`config.mk`:
```
export PLATFORM = sky130hd
export DESIGN_NAME = cla_word_scheduler
export DESIGN_NICKNAME = d
export VERILOG_FILES = /design/src/rtl/cla_word_scheduler.sv
export SDC_FILE = /design/constraint.sdc
export NUM_CORES = 1
export LEC_CHECK = 0
export CORE_ASPECT_RATIO = 1.75
export CORE_MARGIN = 10
export CORE_UTILIZATION = 40
export CTS_CLUSTER_SIZE = 8
export DETAILED_ROUTE_END_ITERATION = 10
export PLACE_DENSITY = 0.84
export SLEW_MARGIN = 20
export SYNTH_ARGS = -nofsm -noshare
export SYNTH_HDL_FRONTEND = slang
export SYNTH_SLANG_ARGS = --single-unit
```
`constraint.sdc`:
```
create_clock -name clk -period 1.88 [get_ports clk]
set_clock_uncertainty 0.15 [all_clocks]
set_input_delay 0.282 -clock clk [delete_from_list [all_inputs] [get_ports clk]]
set_output_delay 0.282 -clock clk [all_outputs]
set_load 0.05 [all_outputs]
```
`src/rtl/cla_word_scheduler.sv`:
```
// -----------------------------------------------------------------------------
// cla_word_scheduler
//
// Time-multiplexes one external NBIT-wide adder slice to perform W-bit
// additions (W = NBIT*NWORDS) for two requesters. A request is granted
// round-robin, its operands are latched, and the slice is stepped once per
// cycle from the least significant word upward. The carry ripples through a
// register between words. The finished sum is held until the consumer takes it.
//
// Ports
//   clk, rst_n                 clock, asynchronous active-low reset
//   reqN_valid / reqN_ready    request handshake for requester N (N = 0, 1)
//   reqN_a, reqN_b, reqN_cin   W-bit operands and carry-in of requester N
//   slc_a, slc_b, slc_c        operand word and carry-in for the shared slice
//   slc_sum, slc_cout          combinational result of the shared slice
//   rsp_valid / rsp_ready      response handshake
//   rsp_id                     requester index of the response
//   rsp_sum, rsp_cout          W-bit sum and final carry-out
//   busy                       high whenever an operation is in flight or held
// -----------------------------------------------------------------------------
module cla_word_scheduler #(
  parameter int NBIT   = 4,
  parameter int NWORDS = 4
) (
  input  logic                   clk,
  input  logic                   rst_n,
  input  logic                   req0_valid,
  output logic                   req0_ready,
  input  logic [NBIT*NWORDS-1:0] req0_a,
  input  logic [NBIT*NWORDS-1:0] req0_b,
  input  logic                   req0_cin,
  input  logic                   req1_valid,
  output logic                   req1_ready,
  input  logic [NBIT*NWORDS-1:0] req1_a,
  input  logic [NBIT*NWORDS-1:0] req1_b,
  input  logic                   req1_cin,
  output logic [NBIT-1:0]        slc_a,
  output logic [NBIT-1:0]        slc_b,
  output logic                   slc_c,
  input  logic [NBIT-1:0]        slc_sum,
  input  logic                   slc_cout,
  output logic                   rsp_valid,
  input  logic                   rsp_ready,
  output logic                   rsp_id,
  output logic [NBIT*NWORDS-1:0] rsp_sum,
  output logic                   rsp_cout,
  output logic                   busy
);

  localparam int W  = NBIT * NWORDS;
  localparam int KW = (NWORDS > 1) ? $clog2(NWORDS) : 1;

  typedef enum logic [1:0] {
    IDLE = 2'd0,
    RUN  = 2'd1,
    DONE = 2'd2
  } state_t;

  state_t        state_q, state_d;

  logic [W-1:0]  a_q, a_d;
  logic [W-1:0]  b_q, b_d;
  logic          cin_q, cin_d;
  logic          id_q, id_d;
  logic          last_grant_q, last_grant_d;
  logic [KW-1:0] k_q, k_d;
  logic          carry_q, carry_d;
  logic [W-1:0]  sum_q, sum_d;
  logic          cout_q, cout_d;

  logic          grant;
  logic          accept;
  logic          last_word;

  // Round-robin arbitration: a lone requester always wins; on a tie the one
  // that was not served last time wins.
  always_comb begin
    grant = 1'b0;
    if (req0_valid && req1_valid) begin
      grant = ~last_grant_q;
    end else if (req1_valid) begin
      grant = 1'b1;
    end
  end

  assign accept    = req0_ready | req1_ready;
  assign last_word = (k_q == KW'(NWORDS - 1));

  // ---------------------------------------------------------------------------
  // FSM: state register
  // ---------------------------------------------------------------------------
  // NOTE: sequential state is updated with non-blocking assignments only, so
  // every flop samples the values that were present before the clock edge.
  always_ff @(posedge clk or negedge rst_n) begin
    if (!rst_n) begin
      state_q <= IDLE;
    end else begin
      state_q <= state_d;
    end
  end

  // ---------------------------------------------------------------------------
  // FSM: next-state logic
  // ---------------------------------------------------------------------------
  // NOTE: each combinational output gets a default before any branch; a path
  // that leaves it unassigned would infer a latch.
  always_comb begin
    state_d = state_q;
    unique case (state_q)
      IDLE:    if (accept)                state_d = RUN;
      RUN:     if (last_word)             state_d = DONE;
      DONE:    if (rsp_ready)             state_d = IDLE;
      default:                            state_d = IDLE;
    endcase
  end

  // ---------------------------------------------------------------------------
  // FSM: outputs
  // ---------------------------------------------------------------------------
  always_comb begin
    // Ready is gated by rst_n so no handshake can be seen while reset is held.
    req0_ready = rst_n && (state_q == IDLE) && req0_valid && !grant;
    req1_ready = rst_n && (state_q == IDLE) && req1_valid &&  grant;
    busy       = (state_q != IDLE);
    rsp_valid  = (state_q == DONE);
    slc_a      = '0;
    slc_b      = '0;
    slc_c      = 1'b0;
    if (state_q == RUN) begin
      slc_a = a_q[k_q*NBIT +: NBIT];
      slc_b = b_q[k_q*NBIT +: NBIT];
      // Word 0 takes the request's carry-in; later words take the carry
      // produced by the slice on the previous cycle.
      slc_c = (k_q == '0) ? cin_q : carry_q;
    end
  end

  assign rsp_id   = id_q;
  assign rsp_sum  = sum_q;
  assign rsp_cout = cout_q;

  // ---------------------------------------------------------------------------
  // Datapath next-state
  // ---------------------------------------------------------------------------
  always_comb begin
    a_d          = a_q;
    b_d          = b_q;
    cin_d        = cin_q;
    id_d         = id_q;
    last_grant_d = last_grant_q;
    k_d          = k_q;
    carry_d      = carry_q;
    sum_d        = sum_q;
    cout_d       = cout_q;

    if (state_q == IDLE && accept) begin
      a_d          = grant ? req1_a   : req0_a;
      b_d          = grant ? req1_b   : req0_b;
      cin_d        = grant ? req1_cin : req0_cin;
      id_d         = grant;
      last_grant_d = grant;
      k_d          = '0;
    end else if (state_q == RUN) begin
      sum_d[k_q*NBIT +: NBIT] = slc_sum;
      carry_d                 = slc_cout;
      k_d                     = last_word ? '0 : k_q + 1'b1;
      if (last_word) begin
        cout_d = slc_cout;
      end
    end
  end

  // ---------------------------------------------------------------------------
  // Datapath registers
  // ---------------------------------------------------------------------------
  // NOTE: the operand registers are reset too; they are few, and it keeps the
  // slice inputs and response outputs free of X after reset.
  always_ff @(posedge clk or negedge rst_n) begin
    if (!rst_n) begin
      a_q          <= '0;
      b_q          <= '0;
      cin_q        <= 1'b0;
      id_q         <= 1'b0;
      last_grant_q <= 1'b1;
      k_q          <= '0;
      carry_q      <= 1'b0;
      sum_q        <= '0;
      cout_q       <= 1'b0;
    end else begin
      a_q          <= a_d;
      b_q          <= b_d;
      cin_q        <= cin_d;
      id_q         <= id_d;
      last_grant_q <= last_grant_d;
      k_q          <= k_d;
      carry_q      <= carry_d;
      sum_q        <= sum_d;
      cout_q       <= cout_d;
    end
  end

endmodule

```
==> metrics.cfg <==
[cells_and_area]
area_growth_pct = 68.24
fin_util_pct = 68.61
nets = 435
multi_input_comb_area_sq_um = 1465
seq_area_sq_um = 1429
drive_gt1_share_pct = 43.02
n_antenna_cell = 0
fillers = 473

[outcome]
status = complete, but fails checks
violations = setup timing

[drt]
wl_met2_mm = 5.641
wl_per_cell_um = 22.39
antenna_left = 0
vias = 2529
routed.top_layer = met4
wirelength_mm = 9.940
drtIter0Drc = 155
drc_errors = 0
dr_wl_met3_um = 678
vias_per_cell = 5.696
wl_met1_mm = 3.357
drt-pass1-iter-count = 4

[setup_path]
cp-end-kind = output pin
arrival_ns = 1.77
required_ns = 1.45
crit_type = reg -> out
cp-start-kind = flip-flop
worstPathMaxFanout = 7

[clock_tree]
htreeDepth = 3
insertion_delay_ns = 0.33
cts_buffer_depth = 2
cts_tree = done
clk_pin_slew_worst_paths_ns = 0.05
root_buffer = clkbuf_16
cts_sinks = 57
numCtsBuffers = 9

[sta]
setup_tns_ns = -3.519
period_minus_slack_ns = 2.202
rsz0062_at_grt = yes
period_share_pct = 117.1
slew_viol_final = 0
fmax_ghz = 0.4542
finalWorstSetupSlack_ns = -0.3217
worstMarginPinSlew_ns = 0.5247
whs_ns = 0.3610
report.final.hold_viol_count = 0
setup_violations = 22
slew_headroom_pct = 65.02

[global_routing]
grt_pass1_wl_mm = 14.96
overflow = 0
grt_pass1_vias = 2815
antenna_found_initial = 0
grt.total_usage_pct = 16.92
grt_max_degree = 42

[synthesis]
syn_area_sq_um = 2908
synth_nets = 298
yosys.area.top_type = dfrtp_1
synth_commonest_cells = dfrtp_1, or3_1, o221a_2, a22o_1, nor2b_1
ys_seq_area_share_pct = 49.10
ys_types = 34
yosysMostFrequentCell = dfrtp_1
synth.area.top_cells = dfrtp_1, o221a_2, or3_1
yosysTopAreaCellShare_pct = 48.19
syn_avg_cell_area_sq_um = 13.46
synth_edf_count = 0
ys_warn_count = 0
synthesis.instances = 216
ys_ff_latch = 57
ys.flop_type = dfrtp_1
synthArstFlopShare_pct = 100.0

[flow_run]
maxCapViolCount = 0

[placed_design]
io_buffers = 106
dp_hpwl_mm = 6.741
gp_congestion = 0.7938

[floorplanning]
core_area_sq_um = 7131
initial_core_util_pct = 40.78
row_count = 41
die_h_um = 132.8
dieArea_sq_um = 11210
die_x_um = 84.45
ios = 107

[power_and_ir_drop]
ir_drop_uv = 1292
p_per_area_nw_per_um2 = 1953
leakage_nw = 2.031

[min_path]
min_path_type = reg -> reg

-- power by group --
group	total, mW	internal (mW)	switching (mW)
logic	5.50	2.75	2.74
clock network	1.84	1.27	0.578
registers	2.21	1.80	0.408
total	9.55	5.82	3.73
-- cells in the final DEF (no fill, tap or decap), drive strengths merged --
cell           Yosys  final
clkdlybuf4s50      0     74
buf                9     68
dfrtp             56     56
or3               34     34
o221a             33     33
a22o              16     16
clkbuf             9     12
nor2b              9      9
mux4               8      8
ha                 6      6
nand3b             5      5
nand2b             3      3
nor2               3      3
nor4b              3      3
inv                3      3
and2               2      2
o21a               2      2
nand2              2      2
mux2               2      2
bufinv             0      2
mux2i              2      2
clkinv             0      2
or2                1      1
nand4bb            1      1
nor3b              1      1
nand3              1      1
a21oi              1      1
nor4               1      1
a2bb2oi            1      1
o21bai             1      1
bufbuf             0      1
dlygate4sd3        0      1
dfstp              1      1
-- layout make-up --
cell class,instances,share of cell area (%)
Clock buffer,12,5.448
Clock inverter,4,1.509
Inverter,3,0.3325
Multi-Input combinational cell,138,29.95
Sequential cell,57,29.21
Tap cell,86,2.199
Timing Repair Buffer,144,31.36
-- routing by layer --
| layer | up-vias | track usage [%] |
|---|---|---|
| li1 | 1137 | - |
| met1 | 1256 | 15.91 |
| met2 | 116 | 31.28 |
| met3 | 20 | 6.208 |
| met4 | 0 | 7.629 |
| met5 | - | 0 |
-- cells by family (layout without fill, tap and decap cells) --
kind of cell             count (synthesis)  after routing  synth area share, %
AO/OA/AOI/OAI                           54             54                18.85
adder cells (fa/ha/maj)                  6              6                2.582
buffers and inverters                   21            163                4.690
flip-flops                              57             57                49.10
multiplexers                            12             12                7.788
AND/OR/NAND/NOR                         66             66                17.00
-- worst paths after layout --
path / slack (ns) / end / depth (start not counted) / from
min reg2reg: 0.36 / rsp_sum[14] / 1 / rsp_sum[14]
min in group asynchronous: 0.38 / rsp_sum[9] / 3 / rst_n
max in group asynchronous: 0.68 / k_q[0] / 3 / rst_n
min: 0.36 / rsp_sum[14] / 1 / rsp_sum[14]
max: -0.32 / slc_b[2] / 4 / k_q[0]
max reg2reg: -0.09 / rsp_sum[8] / 9 / k_q[0]
-- flip-flops by register name (all words and copies together), names as in the netlist --
name,count
state_q,2
carry_q,1
last_grant_q,1
k_q,2
rsp_id,1
b_q,16
rsp_sum,16
cin_q,1
rsp_cout,1
a_q,16
-- stage by stage --
stage / std cells / instance area (sq um) / power (mW) / setup WS, ns
5_1_grt: 444 / 4892 / 9.946 / -0.3688
4_1_cts: 438 / 4805 / 9.386 / -0.3328
3_3_place_gp: 412 / 4280 / 7.003 / 0.003327
6_report: 444 / 4892 / 9.554 / -0.3217
3_5_place_dp: 412 / 4280 / 7.136 / -0.04841
2_1_floorplan: 216 / 2943 / 5.163 / -0.08099
-- critical path: stages (launching register included) --
cell,delay [ns]
dfrtp_2,0.49
buf_12,0.15
mux4_2,0.49
nor2b_4,0.15
buf_12,0.15
-- repair_timing --
item	CTS	global route
pin swaps	9	9
gates cloned	1	0
hold buffers	1	0
setup buffers	8	7
setup endpoints to repair	16	29
endpoints found under the hold margin	56	0
gates resized for setup	17	11
Power figures use the tool's default switching activity.
